===== src/rtl/car_sim_pkg.sv =====
// -----------------------------------------------------------------------------
// car_sim_pkg
// Shared definitions for the car simulation pipeline: the car FSM state
// encoding and the default step/limit constants, also used by the display and
// LED stages so that every stage agrees on units and state codes.
// -----------------------------------------------------------------------------
package car_sim_pkg;

    // Encoding is visible on the state output and decoded by the LED stage.
    typedef enum logic [2:0] {
        ST_OFF    = 3'd0,
        ST_IDLE   = 3'd1,
        ST_ACCEL  = 3'd2,
        ST_CRUISE = 3'd3,
        ST_BRAKE  = 3'd4
    } car_state_t;

    localparam int CAR_SPD_W     = 8;
    localparam int CAR_POS_W     = 16;
    localparam int CAR_MAX_SPEED = 100;
    localparam int CAR_ACC_STEP  = 2;
    localparam int CAR_BRK_STEP  = 5;
    localparam int CAR_DRAG_STEP = 1;
    localparam int CAR_TRACK_LEN = 1000;

endpackage


===== src/rtl/tick_edge_det.sv =====
// -----------------------------------------------------------------------------
// tick_edge_det
// Rising-edge detector for divider outputs that already live in the clk domain
// (no synchroniser). The history register resets to 0, so an input that is
// already high when reset is released yields one rise in the first cycle.
// Ports:
//   clk     in  system clock
//   rst     in  asynchronous active-high reset
//   sig_i   in  level signal from the divider
//   rise_o  out one-cycle pulse, sig_i & ~previous sig_i
// -----------------------------------------------------------------------------
module tick_edge_det (
    input  logic clk,
    input  logic rst,
    input  logic sig_i,
    output logic rise_o
);

    logic tick_q;

    always_ff @(posedge clk or posedge rst) begin
        if (rst) begin
            tick_q <= 1'b0;
        end else begin
            tick_q <= sig_i;
        end
    end

    assign rise_o = sig_i & ~tick_q;

endmodule


===== src/rtl/car_motion_ctrl.sv =====
// -----------------------------------------------------------------------------
// car_motion_ctrl
// Car model advanced once per rising edge of the 50 ms divided tick. Each
// update moves the track position by the pre-update speed (wrapping at
// TRACK_LEN), then applies brake / accel / coast to a saturating speed and
// records the applied command as the FSM state.
// Optional feature: define CAR_ODOMETER_EN to add a saturating 32-bit
// odometer output accumulating the pre-update speed on every update.
// Ports:
//   clk, rst    clock, asynchronous active-high reset
//   tick_in     50 ms divided clock (level, same clk domain)
//   engine_on   level: engine running
//   accel       level: accelerator pressed (ignored while engine is off)
//   brake       level: brake pressed (wins over accel)
//   speed       current speed, units per update
//   position    track position 0..TRACK_LEN-1
//   state       car_state_t code (OFF/IDLE/ACCEL/CRUISE/BRAKE)
//   moving      speed != 0
//   upd_pulse   high for the one cycle after each update
//   odometer    total distance (CAR_ODOMETER_EN only)
// -----------------------------------------------------------------------------
module car_motion_ctrl
    import car_sim_pkg::*;
#(
    parameter int SPD_W     = CAR_SPD_W,
    parameter int POS_W     = CAR_POS_W,
    parameter int MAX_SPEED = CAR_MAX_SPEED,
    parameter int ACC_STEP  = CAR_ACC_STEP,
    parameter int BRK_STEP  = CAR_BRK_STEP,
    parameter int DRAG_STEP = CAR_DRAG_STEP,
    parameter int TRACK_LEN = CAR_TRACK_LEN
) (
    input  logic             clk,
    input  logic             rst,
    input  logic             tick_in,
    input  logic             engine_on,
    input  logic             accel,
    input  logic             brake,
    output logic [SPD_W-1:0] speed,
    output logic [POS_W-1:0] position,
    output logic [2:0]       state,
    output logic             moving,
`ifdef CAR_ODOMETER_EN
    output logic [31:0]      odometer,
`endif
    output logic             upd_pulse
);

    localparam logic [SPD_W:0]   MAX_W   = (SPD_W+1)'(MAX_SPEED);
    localparam logic [SPD_W-1:0] MAX_S   = SPD_W'(MAX_SPEED);
    localparam logic [SPD_W:0]   ACC_W   = (SPD_W+1)'(ACC_STEP);
    localparam logic [SPD_W-1:0] BRK_S   = SPD_W'(BRK_STEP);
    localparam logic [SPD_W-1:0] DRAG_S  = SPD_W'(DRAG_STEP);
    localparam logic [POS_W:0]   TRACK_W = (POS_W+1)'(TRACK_LEN);

    logic tick_rise;

    tick_edge_det u_tick_edge_det (
        .clk    (clk),
        .rst    (rst),
        .sig_i  (tick_in),
        .rise_o (tick_rise)
    );

    logic [SPD_W-1:0] speed_q, speed_d;
    logic [POS_W-1:0] pos_q, pos_d;
    car_state_t       state_q, state_d;
    logic             upd_q;

    logic [POS_W:0]   spd_ext;
    logic [POS_W:0]   pos_sum;
    logic [SPD_W:0]   acc_sum;

    assign spd_ext = {{(POS_W+1-SPD_W){1'b0}}, speed_q};
    assign pos_sum = {1'b0, pos_q} + spd_ext;
    assign acc_sum = {1'b0, speed_q} + ACC_W;

    always_comb begin
        // A single subtraction is enough because MAX_SPEED < TRACK_LEN.
        pos_d   = (pos_sum >= TRACK_W) ? POS_W'(pos_sum - TRACK_W) : POS_W'(pos_sum);
        speed_d = speed_q;
        state_d = state_q;
        if (brake) begin
            speed_d = (speed_q > BRK_S) ? (speed_q - BRK_S) : '0;
            state_d = ST_BRAKE;
        end else if (accel && engine_on) begin
            speed_d = (acc_sum > MAX_W) ? MAX_S : acc_sum[SPD_W-1:0];
            state_d = ST_ACCEL;
        end else if (speed_q != '0) begin
            speed_d = (speed_q > DRAG_S) ? (speed_q - DRAG_S) : '0;
            state_d = ST_CRUISE;
        end else begin
            state_d = engine_on ? ST_IDLE : ST_OFF;
        end
    end

`ifdef CAR_ODOMETER_EN
    logic [31:0] odo_q, odo_d;
    logic [32:0] odo_sum;

    assign odo_sum = {1'b0, odo_q} + 33'(speed_q);
    // Saturate instead of wrapping on carry out.
    assign odo_d   = odo_sum[32] ? 32'hFFFF_FFFF : odo_sum[31:0];
    assign odometer = odo_q;
`endif

    always_ff @(posedge clk or posedge rst) begin
        if (rst) begin
            speed_q <= '0;
            pos_q   <= '0;
            state_q <= ST_OFF;
            upd_q   <= 1'b0;
`ifdef CAR_ODOMETER_EN
            odo_q   <= '0;
`endif
        end else begin
            upd_q <= tick_rise;
            if (tick_rise) begin
                speed_q <= speed_d;
                pos_q   <= pos_d;
                state_q <= state_d;
`ifdef CAR_ODOMETER_EN
                odo_q   <= odo_d;
`endif
            end
        end
    end

    assign speed     = speed_q;
    assign position  = pos_q;
    assign state     = state_q;
    assign moving    = (speed_q != '0);
    assign upd_pulse = upd_q;

endmodule


===== config.mk =====
export PLATFORM = sky130hd
export DESIGN_NAME = car_motion_ctrl
export DESIGN_NICKNAME = d
export VERILOG_FILES = /design/src/rtl/car_sim_pkg.sv /design/src/rtl/tick_edge_det.sv /design/src/rtl/car_motion_ctrl.sv
export SDC_FILE = /design/constraint.sdc
export NUM_CORES = 1
export LEC_CHECK = 0
export ABC_AREA = 1
export BUFFER_PORTS_ARGS = -buffer_cell sky130_fd_sc_hd__buf_2
export CORE_ASPECT_RATIO = 0.75
export CORE_UTILIZATION = 60
export DETAILED_ROUTE_END_ITERATION = 16
export HOLD_SLACK_MARGIN = 0.02
export PLACE_DENSITY_LB_ADDON = 0.3
export SLEW_MARGIN = 40
export SYNTH_ARGS = -nofsm -noshare
export SYNTH_HDL_FRONTEND = slang
export SYNTH_SLANG_ARGS = --single-unit

===== constraint.sdc =====
create_clock -name clk -period 4.1 [get_ports clk]
set_clock_uncertainty 0.15 [all_clocks]
set_input_delay 0.615 -clock clk [delete_from_list [all_inputs] [get_ports clk]]
set_output_delay 0.615 -clock clk [all_outputs]
set_load 0.02 [all_outputs]

==> impl_metrics.toml <==
[logic_synthesis]
syn-num-nets = 480
netlist_instances = 457
synth.avg_cell_area_um2 = 6.45
yosysUniqueCellTypes = 41
seq_area_frac_synth_pct = 24.6
yosysWarnings = 0
syn_area_um2 = 2950
ys_seq_elements = 29

[layout]
layout-drive-gt1-share_pct = 16.0
nets = 516
syn2layout_area_growth_pct = 10.6
final_common_cell = "nand2_1"
n_antenna_cell = 0
layout_common_cells = "nand2_1, inv_1, nor2_1"
layout.cells.non_filler = 551

[job]
max_cap_viol_count = 0

[clock_tree]
cts-buffers-inserted = 5
cts-htree-levels = 2
holdBufCountCts = 0
clk_latency_ns = 0.29
cts_setup_buffers = 0
cts.sink_count = 29
cts-root-buf = "clkbuf_8"
ctsResizeCount = 0
clockBufferDepth = 2
cts_tree = "yes"
clk_pin_slew_ns = 0.07

[global_routing]
grt_pass1_wl_mm = 13.6
grtUsageTotal_pct = 32.8
grt_max_degree = 30
grt_pass1_vias = 2731
antenna_found_initial = 0
grt_remaining_overflow = 0

[sta]
grt_setup_unrepaired = "no"
maxSlewHeadroom_pct = 48.8
setup_ws_ns = 1.15
hold_viol = 0
holdWs_ns = 0.248
worst_pin_slew_ns = 0.767
finalCritPeriodShare_pct = 72.0
setup_viol = 0
slew_violations = 0
period_minus_slack_ns = 2.95
finalSetupTns_ns = 0
timing.fmax_mhz = 339

[setup_path]
critical_path.max_fanout = 12
required_ns = 4.18
crit_path_end_kind = "register"
crit_path_max_incr_delay_ns = 0.46
slowest_stage = "dfrtp_1"
cp_common_cell = "nand2_1"
path_cells = "ha_1 > fa_1 > nand3_1 > nand2_1 > nand2_1 > nand2_1 > ha_1 > nor2_2 > nand2_2 > nand2_1 > nand2_4 > nand3_4 > nand2_1 > nand2_1 > nand2_1 > nand2_1"
criticalPathCategory = "register to register"
cp-start-kind = "register"
arrival_ns = 3.03

[detailed_routing]
drtAntennaViolNets = 0
vias = 3105
vias_per_cell = 5.64
dr.pass1.iters = 5
drt_iter0_markers = 401
drcViolationCount = 0
wire_per_inst_um = 14.4
drt-total-wl_mm = 7.93

[placement]
place_inst = 543
io_buffers = 34
hpwl_mm = 6.06
place.gp.congestion = 0.969
pre_cts_slack_ns = 1.21

[die]
die_w_um = 83.0
rows = 21
die_h_um = 62.7
core_area_um2 = 4600
dieArea_um2 = 5200
pin_count = 35
start_util_pct = 64.1

[power_and_ir_drop]
powerDensity_nw_per_um2 = 943
fin_total_pwr_mw = 3.08
power_leakage_nw = 1.84
peakVddDrop_uv = 630

[run_status]
status = "complete, no violations"

[hold_path]
worst_hold_path_type = "input port to async pin"
[layout make-up]
| class | count | area (um^2) |
|---|---|---|
| inverter | 65 | 244 |
| fill | 417 | 1340 |
| multi-input combinational | 356 | 1940 |
| tap | 57 | 71.3 |
| clock buffer | 7 | 96.3 |
| sequential | 29 | 726 |
| timing repair buffer | 36 | 185 |
| clock inverter | 1 | 5.00 |
[kinds of logic after synthesis]
family,share of synthesized area (%)
and+or+nand+nor,44.1
buffers and inverters,9.76
AOI/OAI and AO/OA,9.29
DFF,24.6
adders and majority gates,7.47
xor gates and xnor gates,4.75
[critical path: cells and delay by family, from the launching register on]
kind                     cells  cell delay (ns)
adder cells (fa/ha/maj)      3             0.97
AND/OR/NAND/NOR             13             1.31
flip-flops                   1             0.46
[metal layers]
layer  routed length, um  GRT usage, %  vias up
li1                    -             -     1539
met1                3860          50.6     1386
met2                3060          43.4      163
met3                 902          9.64       17
met4                 110          9.48        0
met5                   0             0        -
[registers in the layout (all words and copies together), names as in the netlist]
name	flops
u_tick_edge_det.tick_q	1
state	3
speed	8
position	16
upd_pulse	1
[metrics by stage]
step | area, um^2 | util [%]
final | 3260 | 71.0
after CTS | 3260 | 71.0
after floorplan | 2950 | -
after detailed placement | 3160 | 68.8
after global placement | 3160 | 68.8
after global routing | 3260 | 71.0
[cell usage after synthesis, drive strengths merged]
master / count / area, um^2
nand2: 171 / 694
inv: 64 / 240
nor2: 48 / 224
nand3: 42 / 253
dfrtp: 29 / 726
ha: 16 / 200
nand4: 15 / 93.8
o21ai: 14 / 77.6
xor2: 14 / 123
a21oi: 10 / 68.8
a22oi: 4 / 30.0
buf: 4 / 31.3
o22ai: 4 / 25.0
a221oi: 3 / 26.3
clkbuf: 3 / 12.5
nor3: 3 / 15.0
a22o: 2 / 17.5
nand3b: 2 / 15.0
xnor2: 2 / 17.5
a211oi: 1 / 7.51
a31oi: 1 / 6.26
clkinv: 1 / 3.75
fa: 1 / 20.0
o211ai: 1 / 7.51
o31ai: 1 / 7.51
or2: 1 / 6.26
[path summary, 6_finish.rpt]
path | start | end | slack [ns] | cells past startpoint
max | speed[0] | position[9] | 1.15 | 16
min | rst | position[13] | 0.25 | 3
max reg2reg | speed[0] | position[9] | 1.15 | 16
min reg2reg | state[1] | state[1] | 0.34 | 2
max in group asynchronous | rst | position[4] | 3.26 | 3
min in group clk | tick_in | u_tick_edge_det.tick_q | 0.29 | 1
[power breakdown]
part | total, mW | internal [mW] | switching [mW]
Clock | 0.277 | 0.152 | 0.125
Sequential | 0.589 | 0.398 | 0.190
Combinational | 2.21 | 0.731 | 1.48
Power figures use the tool's default switching activity.
